File: src/rtl/arc4_crack_ctrl_if.sv
// Controller-side bus to the arc4 core and the plaintext RAM read port.
// master = crack controller, slave = arc4 core / plaintext memory mux.
interface arc4_crack_ctrl_if #(
  parameter int KEY_W = 24
);
  logic [KEY_W-1:0] a4_key;
  logic             a4_en;
  logic             a4_rdy;
  logic             scan_active;
  logic [7:0]       pt_addr;
  logic [7:0]       pt_rddata;

  modport master (output a4_key, a4_en, scan_active, pt_addr,
                  input  a4_rdy, pt_rddata);
  modport slave  (input  a4_key, a4_en, scan_active, pt_addr,
                  output a4_rdy, pt_rddata);
endinterface

File: src/rtl/arc4_crack_ctrl.sv
// ARC4 key-search controller: sweeps keys, runs arc4 per key, accepts the first printable plaintext.
// Optional macro ARC4_CRACK_STOP_EN adds stop_i for sibling-core cancellation.
module arc4_crack_ctrl #(
  parameter int               KEY_W      = 24,
  parameter int               KEY_STRIDE = 1,
  parameter logic [KEY_W-1:0] KEY_MAX    = {KEY_W{1'b1}},
  parameter logic [7:0]       LO_CHAR    = 8'h20,
  parameter logic [7:0]       HI_CHAR    = 8'h7E
) (
  input  logic             clk,
  input  logic             rst,
  input  logic             en_i,
  output logic             rdy_o,
  input  logic [KEY_W-1:0] key_start_i,
  output logic             done_o,
  output logic             found_o,
  output logic [KEY_W-1:0] key_found_o,
`ifdef ARC4_CRACK_STOP_EN
  input  logic             stop_i,
`endif
  arc4_crack_ctrl_if.master a4
);

  typedef enum logic [3:0] {
    S_IDLE, S_RANGE_CHK, S_START, S_ARM, S_WAIT_A4,
    S_RD_LEN, S_LEN, S_RD_BYTE, S_CHECK, S_NEXT, S_DONE
  } state_e;

  localparam logic [KEY_W:0] KEY_MAX_X = {1'b0, KEY_MAX};
  localparam logic [KEY_W:0] STRIDE_X  = (KEY_W+1)'(KEY_STRIDE);

  state_e           state_q, state_d;
  logic [KEY_W-1:0] key_cur_q, key_cur_d;
  logic [KEY_W-1:0] key_found_q, key_found_d;
  logic [7:0]       len_q, len_d;
  logic [7:0]       idx_q, idx_d;
  logic             found_q, found_d;
  logic             a4_en_q, a4_en_d;

  // One extra bit so a carry out of the key width still reads as "past KEY_MAX".
  logic [KEY_W:0]   key_nxt;
  logic             byte_ok;

  assign key_nxt = {1'b0, key_cur_q} + STRIDE_X;
  assign byte_ok = (a4.pt_rddata >= LO_CHAR) && (a4.pt_rddata <= HI_CHAR);

  always_ff @(posedge clk) begin
    if (rst) begin
      state_q     <= S_IDLE;
      key_cur_q   <= '0;
      key_found_q <= '0;
      len_q       <= '0;
      idx_q       <= '0;
      found_q     <= 1'b0;
      a4_en_q     <= 1'b0;
    end else begin
      state_q     <= state_d;
      key_cur_q   <= key_cur_d;
      key_found_q <= key_found_d;
      len_q       <= len_d;
      idx_q       <= idx_d;
      found_q     <= found_d;
      a4_en_q     <= a4_en_d;
    end
  end

  always_comb begin
    state_d     = state_q;
    key_cur_d   = key_cur_q;
    key_found_d = key_found_q;
    len_d       = len_q;
    idx_d       = idx_q;
    found_d     = found_q;
    a4_en_d     = 1'b0;
    case (state_q)
      S_IDLE, S_DONE: begin
        if (en_i) begin
          key_cur_d = key_start_i;
          found_d   = 1'b0;
          state_d   = S_RANGE_CHK;
        end
      end
      S_RANGE_CHK: begin
        if ({1'b0, key_cur_q} > KEY_MAX_X) begin
          found_d = 1'b0;
          state_d = S_DONE;
        end else begin
          state_d = S_START;
        end
      end
      S_START: begin
        if (a4.a4_rdy) begin
          a4_en_d = 1'b1;
          state_d = S_ARM;
        end
`ifdef ARC4_CRACK_STOP_EN
        if (stop_i) begin
          a4_en_d = 1'b0;
          found_d = 1'b0;
          state_d = S_DONE;
        end
`endif
      end
      // arc4 samples a4_en at the end of ARM and drops rdy before WAIT_A4 looks at it.
      S_ARM: state_d = S_WAIT_A4;
      S_WAIT_A4: begin
        if (a4.a4_rdy) begin
          idx_d   = '0;
          state_d = S_RD_LEN;
        end
      end
      S_RD_LEN: state_d = S_LEN;
      S_LEN: begin
        len_d = a4.pt_rddata;
        if (a4.pt_rddata == 8'd0) begin
          found_d     = 1'b1;
          key_found_d = key_cur_q;
          state_d     = S_DONE;
        end else begin
          idx_d   = 8'd1;
          state_d = S_RD_BYTE;
        end
      end
      S_RD_BYTE: state_d = S_CHECK;
      S_CHECK: begin
        if (!byte_ok) begin
          state_d = S_NEXT;
        end else if (idx_q == len_q) begin
          found_d     = 1'b1;
          key_found_d = key_cur_q;
          state_d     = S_DONE;
        end else begin
          idx_d   = idx_q + 8'd1;
          state_d = S_RD_BYTE;
        end
      end
      S_NEXT: begin
        if (key_nxt > KEY_MAX_X) begin
          found_d = 1'b0;
          state_d = S_DONE;
        end else begin
          key_cur_d = key_nxt[KEY_W-1:0];
          state_d   = S_START;
        end
`ifdef ARC4_CRACK_STOP_EN
        if (stop_i) begin
          key_cur_d = key_cur_q;
          found_d   = 1'b0;
          state_d   = S_DONE;
        end
`endif
      end
      default: state_d = S_IDLE;
    endcase
  end

  // Every output comes straight from a register or a decode of state_q.
  assign rdy_o          = (state_q == S_IDLE) || (state_q == S_DONE);
  assign done_o         = (state_q == S_DONE);
  assign found_o        = found_q;
  assign key_found_o    = key_found_q;
  assign a4.a4_key      = key_cur_q;
  assign a4.a4_en       = a4_en_q;
  assign a4.pt_addr     = idx_q;
  assign a4.scan_active = (state_q == S_RD_LEN) || (state_q == S_LEN) ||
                          (state_q == S_RD_BYTE) || (state_q == S_CHECK);

endmodule

File: src/flat_wrapper.sv
// flat-port wrapper written by rule: the top's interface ports become plain ports
module arc4_crack_ctrl_flat 
#(
  parameter int               KEY_W      = 24,
  parameter int               KEY_STRIDE = 1,
  parameter logic [KEY_W-1:0] KEY_MAX    = {KEY_W{1'b1}},
  parameter logic [7:0]       LO_CHAR    = 8'h20,
  parameter logic [7:0]       HI_CHAR    = 8'h7E
)
  (clk, rst, en_i, rdy_o, key_start_i, done_o, found_o, key_found_o, a4_a4_key, a4_a4_en, a4_scan_active, a4_pt_addr, a4_a4_rdy, a4_pt_rddata);
  arc4_crack_ctrl_if #(.KEY_W(KEY_W)) a4_i ();
  input  logic clk;
  input  logic rst;
  input  logic en_i;
  output logic rdy_o;
  input  logic [KEY_W-1:0] key_start_i;
  output logic done_o;
  output logic found_o;
  output logic [KEY_W-1:0] key_found_o;
  output wire logic [$bits(a4_i.a4_key)-1:0] a4_a4_key;
  output wire logic [$bits(a4_i.a4_en)-1:0] a4_a4_en;
  output wire logic [$bits(a4_i.scan_active)-1:0] a4_scan_active;
  output wire logic [$bits(a4_i.pt_addr)-1:0] a4_pt_addr;
  input wire logic [$bits(a4_i.a4_rdy)-1:0] a4_a4_rdy;
  input wire logic [$bits(a4_i.pt_rddata)-1:0] a4_pt_rddata;
  assign a4_a4_key = a4_i.a4_key;
  assign a4_a4_en = a4_i.a4_en;
  assign a4_scan_active = a4_i.scan_active;
  assign a4_pt_addr = a4_i.pt_addr;
  assign a4_i.a4_rdy = a4_a4_rdy;
  assign a4_i.pt_rddata = a4_pt_rddata;
  arc4_crack_ctrl #(.KEY_W(KEY_W), .KEY_STRIDE(KEY_STRIDE), .KEY_MAX(KEY_MAX), .LO_CHAR(LO_CHAR), .HI_CHAR(HI_CHAR)) u_core (.clk(clk), .rst(rst), .en_i(en_i), .rdy_o(rdy_o), .key_start_i(key_start_i), .done_o(done_o), .found_o(found_o), .key_found_o(key_found_o), .a4(a4_i));
endmodule
File: config.mk
export PLATFORM = sky130hd
export DESIGN_NAME = arc4_crack_ctrl_flat
export DESIGN_NICKNAME = d
export VERILOG_FILES = /design/src/rtl/arc4_crack_ctrl_if.sv /design/src/rtl/arc4_crack_ctrl.sv /design/src/flat_wrapper.sv
export SDC_FILE = /design/constraint.sdc
export NUM_CORES = 1
export LEC_CHECK = 0
export ABC_AREA = 1
export CAP_MARGIN = 10
export CORE_MARGIN = 4
export CORE_UTILIZATION = 50
export CTS_CLUSTER_SIZE = 14
export DETAILED_ROUTE_END_ITERATION = 8
export PLACE_DENSITY = 0.82
export SYNTH_ARGS = -nofsm -noshare
export SYNTH_HDL_FRONTEND = slang
export SYNTH_SLANG_ARGS = --single-unit
File: constraint.sdc
create_clock -name clk -period 3.15 [get_ports clk]
set_clock_uncertainty 0.15 [all_clocks]
set_input_delay 0.7875 -clock clk [delete_from_list [all_inputs] [get_ports clk]]
set_output_delay 0.7875 -clock clk [all_outputs]
set_load 0.02 [all_outputs]
==> impl_results.md <==
* Status: completed
* First-pass GRT wire length at approximately 20 mm
* Routed Antenna Nets at 0
* Clock root cell: clkbuf_8
* Hold Path Class: flop to flop
* Slew Limit Fails at 0
* RSZ-0062 raised after global routing: false
* Number of CTS-inserted buffers at 9
* Clock Sinks at 70
* Number of remaining DRC errors at 0
* Via count normalized by instance count at approximately 5.3
* Startpoint Class: flop
* Period Utilization, post-route at 0.958
* Ant. Diodes at 0
* Asr flop ratio synth at 0
* Clock Latency Late Sink at approximately 360 ps
* Syn Inst Count at around 660
* Crit path arrival time at 2080 ps
* Max capacitance violation total at 0
* Vias in the first global route at ~4300
* Synthesized area per cell at 6.16 sq um
* Setup bufs post-CTS at 0
* Commonest cells in the netlist: nand2_1 (191), nor2_1 (112), dfxtp_1 (70)
* Nets at 793
* Seq pwr share at 0.340
* First DRT Iteration DRCs at between 300 and 400
* Netlist cell types at 32
* Clk pin slew, worst setup/hold paths at 90 ps
* Placed cell areas at 5130 sq um
* Die ar. at approximately 9600 sq um
* WS Path Type: flop to output pin
* IO Pins at slightly below 100
* Hpwl dp at ~9.3 mm
* Bufs on Longest Clock Path at 2
* GRT overflow at 0
* Count leader, synth: nand2_1
* Die Wd at slightly below 100 microns
* Ys flop type: dfxtp_1
* Fmax at about 0.33 GHz
* Clock network power share at 0.176
* Std-Cell Rows at 32
* Drt total wl at around 12 mm
* Core region area at 7810 sq um
* Port Buffers at 96
* Vias at around 4600
* Design Area, Final at about 5300 sq um
* Synth area leader: dfxtp_1
* CTS HTree Levels at 3
* Fin Setup TNS at 0 ps
* Final Non-Filler Cells at 861
* CP max FO at 4
* Net Sw Frac at 0.468
* Synth Net Count at ~700
* Max-slew headroom at 0.634
* Worst Max-Slew Pin Slew at 549 ps
* Power per cell area at around 740 nW/um^2
* Layout area overhead at 31.2%
* TritonCTS clock tree: built
* Placer Congestion at approximately 0.9
* Synth top area share at 0.346
* Leak Pwr at between 2 and 2.5 nW
* Period minus WS final at slightly above 3000 ps
* Ys Warns at 0
* DRT Pass-1 Iters at 5
* Area contributors post-synth: dfxtp_1 (35%), nand2_1 (18%), nor2_1 (10%), o21ai_0 (6.5%), a21oi_1 (5.7%)
* Die Y at 98.0 microns
* DP Cell Count at roughly 850
* Worst IR Drop VDD at ~0.34 mV
* Layout cells sized above 1 at 0.0593
* Register bit total from synthesis at 70
* Post_cts resized at 0
* Hold Buf Count CTS at 0
* Register area share after synthesis at 0.346
* Hold Vio Cnt, Final at 0
* CP required at ~2200 ps
* Final setup fails at 0
* Switching power at about 1.8 mW
* Largest net degree at the start of global routing at 59
* Starting Density at 0.519
* Post-synth EDFFs at 0
* Total GRT Usage at 0.256
* Crit end category: output pin
* DR WL/cell at 14.4 microns
* Internal power at ~2.1 mW
* Initial antenna violation count at 0
* Synthesized area at between 4000 and 5000 sq um
* Combinational share of power at 0.485
[logic make-up after synthesis]
logic type	count (synthesis)	share of synthesized area
adders and majority gates	3	0.00926
DFF	70	0.346
and+or+nand+nor	377	0.388
xor gates and xnor gates	17	0.0367
AOI/OAI and AO/OA	108	0.136
buffers and inverters	83	0.0843
[metrics by stage]
stage	power (mW)	util	worst slack [ps]	hold WS (ps)
after detailed placement	3.21	0.657	194	322
after global routing	4.19	0.681	30.9	364
final	3.93	0.681	131	337
after CTS	3.90	0.680	159	337
after floorplan	2.52	-	707	321
after global placement	3.17	0.657	309	325
[registers in the layout (all words and copies together) (netlist names)]
signal and flops:
u_core.key_found_o 24, u_core.state_q 4, u_core.a4.a4_key 24, u_core.a4.pt_addr 8, u_core.a4.a4_en 1, u_core.found_o 1
u_core.len_q 8
[power groups by stage]
stage	combinational, mW	sequential, mW	clock [mW]
2_1_floorplan	1.05	1.47	0
3_3_place_gp	1.82	1.35	0
3_5_place_dp	1.87	1.35	0
4_1_cts	1.87	1.33	0.697
5_1_grt	2.10	1.36	0.734
6_report	1.90	1.33	0.690
[layer usage]
layer | vias up | track usage | share of wire
li1 | 2287 | - | -
met1 | 2080 | 0.355 | 0.46
met2 | 196 | 0.409 | 0.46
met3 | 19 | 0.0343 | 0.069
met4 | 0 | 0.0916 | 0.017
met5 | - | 0 | 0
[layout by cell type, fill, tap and decap left out, drive strengths merged, types with 2 or more instances in the layout]
master / instances
nand2: 198
nor2: 119
clkdlybuf4s50: 96
dfxtp: 70
inv: 59
o21ai: 56
a21oi: 46
nand3: 39
xor2: 14
buf: 12
clkbuf: 10
nor3: 8
clkinv: 7
nand4: 4
nor4: 3
a31oi: 3
xnor2: 3
ha: 3
and2: 2
nand3b: 2
o21bai: 2
[area by class of cell]
cell class,instances,area (sq um)
inverter,60,225
fill,731,2490
clock buffer,10,138
clock inverter,6,45.0
multi-input combinational,505,2320
sequential,70,1400
timing repair buffer,108,1060
tap,102,128
[final timing paths]
check,start,to,slack [ps],cells after the start
setup / recovery,u_core.state_q[1],rdy_o,130,7
hold / removal,u_core.found_o,u_core.found_o,340,2
setup reg to reg,u_core.a4.a4_key[2],u_core.a4.a4_key[14],360,17
hold reg to reg,u_core.found_o,u_core.found_o,340,2
[critical path, cell delays in order, from the launching register on]
cell and delay, ps:
dfxtp_1 340, inv_1 130, nor2_1 70, inv_1 80, nor2_1 60, a21oi_1 370
inv_1 120, clkdlybuf4s50_1 560
Power figures use the tool's default switching activity.
